File: src/rtl/vga_image_reader.sv
// VGA raster scanner that fetches image bytes from data memory and emits grayscale RGB332.
// Sync and colour leave the block two pix_en ticks after the counters that produced them.
module vga_image_reader #(
  parameter int unsigned H_VIS      = 640,
  parameter int unsigned H_FP       = 16,
  parameter int unsigned H_SYNC     = 96,
  parameter int unsigned H_BP       = 48,
  parameter int unsigned V_VIS      = 480,
  parameter int unsigned V_FP       = 10,
  parameter int unsigned V_SYNC     = 2,
  parameter int unsigned V_BP       = 33,
  parameter int unsigned IMG_W      = 32,
  parameter int unsigned IMG_H      = 32,
  parameter int unsigned SCALE_LOG2 = 3,
  parameter logic [31:0] IMG_BASE   = 32'd0
) (
  input  logic        clk,
  input  logic        rst,
  input  logic        pix_en,
  input  logic [7:0]  ImageData,
  output logic [31:0] vgaAdress,
  output logic        hsync,
  output logic        vsync,
  output logic [2:0]  red,
  output logic [2:0]  green,
  output logic [1:0]  blue,
  output logic        frame_start
);

  localparam int unsigned H_TOT = H_VIS + H_FP + H_SYNC + H_BP;
  localparam int unsigned V_TOT = V_VIS + V_FP + V_SYNC + V_BP;
  localparam int unsigned HW    = $clog2(H_TOT);
  localparam int unsigned VW    = $clog2(V_TOT);

  localparam logic [HW-1:0] H_LAST  = HW'(H_TOT - 1);
  localparam logic [HW-1:0] H_VIS_C = HW'(H_VIS);
  localparam logic [HW-1:0] HS_BEG  = HW'(H_VIS + H_FP);
  localparam logic [HW-1:0] HS_END  = HW'(H_VIS + H_FP + H_SYNC);
  localparam logic [VW-1:0] V_LAST  = VW'(V_TOT - 1);
  localparam logic [VW-1:0] V_VIS_C = VW'(V_VIS);
  localparam logic [VW-1:0] VS_BEG  = VW'(V_VIS + V_FP);
  localparam logic [VW-1:0] VS_END  = VW'(V_VIS + V_FP + V_SYNC);

  logic [HW-1:0] hcnt_q, hcnt_d;
  logic [VW-1:0] vcnt_q, vcnt_d;
  logic [31:0]   addr_q, addr_d;
  logic          hs1_q, hs1_d, vs1_q, vs1_d, img1_q, img1_d;
  logic          hsync_q, hsync_d, vsync_q, vsync_d;
  logic [2:0]    red_q, red_d, green_q, green_d;
  logic [1:0]    blue_q, blue_d;
  logic          fs_q, fs_d;

  logic          wrap, vis0;
  logic [31:0]   hpix, vpix;
  logic [4:0]    unused_data;

  assign unused_data = ImageData[4:0];

  always_comb begin
    hcnt_d = hcnt_q + 1'b1;
    vcnt_d = vcnt_q;
    wrap   = (hcnt_q == H_LAST) && (vcnt_q == V_LAST);
    if (hcnt_q == H_LAST) begin
      hcnt_d = '0;
      vcnt_d = (vcnt_q == V_LAST) ? '0 : vcnt_q + 1'b1;
    end
    fs_d = pix_en && wrap;

    hpix   = 32'(hcnt_q) >> SCALE_LOG2;
    vpix   = 32'(vcnt_q) >> SCALE_LOG2;
    vis0   = (hcnt_q < H_VIS_C) && (vcnt_q < V_VIS_C);
    hs1_d  = !((hcnt_q >= HS_BEG) && (hcnt_q < HS_END));
    vs1_d  = !((vcnt_q >= VS_BEG) && (vcnt_q < VS_END));
    img1_d = vis0 && (hpix < IMG_W) && (vpix < IMG_H);
    // Off-image pixels park the address on the image base so it never leaves the image window.
    addr_d = img1_d ? IMG_BASE + vpix * IMG_W + hpix : IMG_BASE;

    hsync_d = hs1_q;
    vsync_d = vs1_q;
    red_d   = img1_q ? ImageData[7:5] : 3'd0;
    green_d = img1_q ? ImageData[7:5] : 3'd0;
    blue_d  = img1_q ? ImageData[7:6] : 2'd0;
  end

  always_ff @(posedge clk) begin
    if (!rst) begin
      hcnt_q  <= '0;
      vcnt_q  <= '0;
      addr_q  <= IMG_BASE;
      hs1_q   <= 1'b1;
      vs1_q   <= 1'b1;
      img1_q  <= 1'b0;
      hsync_q <= 1'b1;
      vsync_q <= 1'b1;
      red_q   <= '0;
      green_q <= '0;
      blue_q  <= '0;
      fs_q    <= 1'b0;
    end else begin
      fs_q <= fs_d;
      if (pix_en) begin
        hcnt_q  <= hcnt_d;
        vcnt_q  <= vcnt_d;
        addr_q  <= addr_d;
        hs1_q   <= hs1_d;
        vs1_q   <= vs1_d;
        img1_q  <= img1_d;
        hsync_q <= hsync_d;
        vsync_q <= vsync_d;
        red_q   <= red_d;
        green_q <= green_d;
        blue_q  <= blue_d;
      end
    end
  end

  assign vgaAdress   = addr_q;
  assign hsync       = hsync_q;
  assign vsync       = vsync_q;
  assign red         = red_q;
  assign green       = green_q;
  assign blue        = blue_q;
  assign frame_start = fs_q;

endmodule
File: config.mk
export PLATFORM = sky130hd
export DESIGN_NAME = vga_image_reader
export DESIGN_NICKNAME = d
export VERILOG_FILES = /design/src/rtl/vga_image_reader.sv
export SDC_FILE = /design/constraint.sdc
export NUM_CORES = 1
export LEC_CHECK = 0
export ABC_AREA = 1
export BUFFER_PORTS_ARGS = -buffer_cell sky130_fd_sc_hd__buf_2
export CORE_MARGIN = 8
export CORE_UTILIZATION = 35
export DETAILED_ROUTE_END_ITERATION = 8
export GPL_ROUTABILITY_DRIVEN = 0
export PLACE_DENSITY = 0.58
export SLEW_MARGIN = 20
export SYNTH_ARGS = -nofsm -noshare
export SYNTH_HDL_FRONTEND = slang
export SYNTH_SLANG_ARGS = --single-unit
File: constraint.sdc
create_clock -name clk -period 1.85 [get_ports clk]
set_input_delay 0 -clock clk [delete_from_list [all_inputs] [get_ports clk]]
set_output_delay 0 -clock clk [all_outputs]
set_load 0.01 [all_outputs]
==> results.yml <==
place:
  dp_hpwl_um: 3610
  place_area_mm2: 0.00230
  portBuffers: 29
power_and_ir_drop:
  power_leakage_nw: 1.00
  power_frac_comb_pct: 6.1
  power.internal_mw: 1.24
  pwr-share-seq_pct: 55.6
  power_switching_share_pct: 24.8
  ir_drop_uv: 482
  p_clk_share_pct: 38.2
  power_switching_mw: 0.410
  power_density_mw_per_mm2: 681
timing:
  skew_ns: 0.00981
  worst_slew_pin_slew_ns: 0.655
  hold_violations: 0
  finalSetupTns_ns: 0
  max_freq_mhz: 634
  rsz0062_at_grt: "no"
  layout_min_cycle_time_ns: 1.58
  fin_crit_sh_pct: 85.2
  slew_violations: 0
  slew_headroom_pct: 56.3
  setup_viol: 0
synthesis:
  yosysSeqAreaShare_pct: 38.3
  yosys_register_bits: 42
  yosysTopAreaCell: "dfxtp_1"
  yosys_warnings: 0
  netlist_area_mm2: 0.00219
  synth_cell_types: 30
  postSynthCellCount: 304
  synth_top_cell_area_share_pct: 38.3
  synth.top_cells.by_area: "dfxtp_1 (38%), nand2_1 (11%), buf_4 (8.2%), nor2_1 (6.7%), a21oi_1 (5.7%)"
  syn_avg_cell_area_um2: 7.21
route:
  detail_route.vias_per_cell: 4.62
  drt_first_pass_iters: 4
  num_vias: 1891
  totalWireLength_um: 4920
  drc: 0
  drtIter0Drc: 92
  wl_per_cell_um: 12.0
  ant_nets: 0
worst_setup_path:
  worst-path-buf-inv: 0
  endpoint_kind: "flip-flop"
  crit_chain: "ha_1 > fa_1 > nand3_1 > xor2_1 > nand2_1 > a21oi_1"
  slowest_delay_ns: 0.41
  cp.arrival_ns: 1.79
  critical_path_required_ns: 2.07
  crit_family: "adder cells"
  crit_type: "reg2reg"
  startpoint_type: "flip-flop"
  critical_path.max_fanout: 8
  cp_slowest_cell: "fa_1"
clock_tree:
  cts_root_buffer: "clkbuf_8"
  clockBufferDepth: 2
  cts_made_buffers: 5
  cts_tree: "done"
  cts_htree_levels: 2
  insertion_delay_ns: 0.30
  path_clk_slew_ns: 0.08
  post-cts-setup-buffer-count: 0
  numClockSinks: 42
status:
  outcome: "complete, no violations"
global_routing:
  grt_max_degree: 23
  top_usage_layer: "met2"
  grt_pass1_wl_um: 8260
  antenna_found_initial: 0
  track_usage_pct: 11.3
  grt_pass1_vias: 1876
  grt_use_met1_pct: 13.3
  grt.met2_usage_pct: 18.9
  gr-usage-met3_pct: 3.23
  grt-ovfl-total: 0
die:
  start_util_pct: 35.3
  die_w_um: 95.2
  ios: 54
  design.core.area_mm2: 0.00620
  rows: 29
  dieHeight_um: 95.2
  fp.dieArea_mm2: 0.00906
finish:
  n_antenna_cell: 0
  regArea_um2: 841
  multi_input_area_mm2: 0.00110
  nets: 349
  fill_cells: 641
  area_growth_pct: 10.6
  drive_above_1_share_pct: 15.7
  final_area_mm2: 0.00243
job:
  maxCapViolCount: 0
min_path:
  hold_path_class: "in2reg"
-- power by group through the flow --
stage	clock network, mW	logic [mW]	registers [mW]
after floorplan	0	0.101	0.940
after global placement	0	0.0953	0.939
after detailed placement	0	0.0973	0.940
after CTS	0.651	0.102	0.919
after global routing	0.689	0.116	0.920
final	0.631	0.101	0.918
-- final timing paths --
check	slack, ns	cells after the start	end	from
worst min register to register	0.44	2	vgaAdress[12]$_SDFFE_PN0P_	vgaAdress[12]$_SDFFE_PN0P_
worst max-delay path	0.27	6	vgaAdress[9]$_SDFFE_PN0P_	hcnt_q[8]$_SDFFE_PN0P_
worst max register to register	0.27	6	vgaAdress[9]$_SDFFE_PN0P_	hcnt_q[8]$_SDFFE_PN0P_
worst min-delay path	0.05	2	vgaAdress[12]$_SDFFE_PN0P_	pix_en
-- layer usage --
layer  vias up  routed length [µm]
li1        986                   -
met2        48                2360
met5         -                   0
met3         7                 327
met4         0                  57
met1       850                2180
-- worst reg2reg max path: stages, from the launching register on --
cell	delay, ns
dfxtp_1	0.40
ha_1	0.27
fa_1	0.41
nand3_1	0.11
xor2_1	0.14
nand2_1	0.06
a21oi_1	0.11
-- metrics by stage --
stage	power, mW	hold WS (ns)	util, %	std cells	worst slack, ns
after CTS	1.67	0.0512	39.1	409	0.254
after floorplan	1.04	0.140	-	322	0.407
final	1.65	0.0497	39.1	409	0.273
after detailed placement	1.04	0.259	37.1	398	0.282
after global placement	1.03	0.245	37.1	398	0.312
after global routing	1.72	0.0588	39.1	409	0.117
-- layout by cell type, fill, tap and decap left out --
cell type and instances:
a211oi_1 3, clkbuf_8 6, nor2_2 2, nand4_1 6, nor3_2 1, clkinv_2 1
a21oi_1 25, ha_1 6, o21ai_0 4, nand3_2 2, nor2_1 39, a22oi_1 1
nor3_1 8, o21bai_1 1, nand2_1 67, nand3_1 22, dlygate4sd3_1 3, conb_1 19
fa_1 1, or2_2 1, o22ai_1 1, buf_4 4, o22a_1 2, xor2_1 5
nor2_4 2, nand2_2 3, buf_2 29, clkinvlp_4 1, dfxtp_1 42, inv_1 24
or2_0 1
-- state kept, by name, summed over array words and instances, names as in the netlist --
register,cells
vcnt_q,10
vsync,1
hsync,1
vgaAdress,13
red,3
frame_start,1
hs1_q,1
hcnt_q,10
vs1_q,1
img1_q,1
-- cells in the mapped netlist, drive strengths merged --
master / number
xor2: 5
a22oi: 1
o21bai: 1
nand3: 24
a21oi: 25
nand2: 70
clkbuf: 3
a211oi: 3
nor3: 9
fa: 1
nand4: 6
ha: 6
or2: 2
buf: 31
dfxtp: 42
o22ai: 1
nor2: 43
conb: 1
inv: 24
o22a: 2
o21ai: 4
-- logic make-up after synthesis --
| kind of cell | share of synthesized area (%) |
|---|---|
| other | 0.171 |
| xor gates and xnor gates | 2.00 |
| adders and majority gates | 4.34 |
| DFF | 38.3 |
| buffers and inverters | 14.7 |
| AOI/OAI and AO/OA | 9.41 |
| and+or+nand+nor | 31.1 |
-- timing repair --
item | in CTS | in global routing
hold buffers | 3 | 0
resized for setup | 0 | 0
hold endpoints to repair | 3 | 0
-- area by class of cell --
class	instances	area share [%]
clock buffers	6	3.40
inverters	24	3.71
flip-flops and latches	42	34.7
clock inverters	2	0.516
repair buffers	36	8.46
well taps	77	3.97
multi-input cells	222	45.3
No activity file was read; power rests on OpenSTA's default activity.
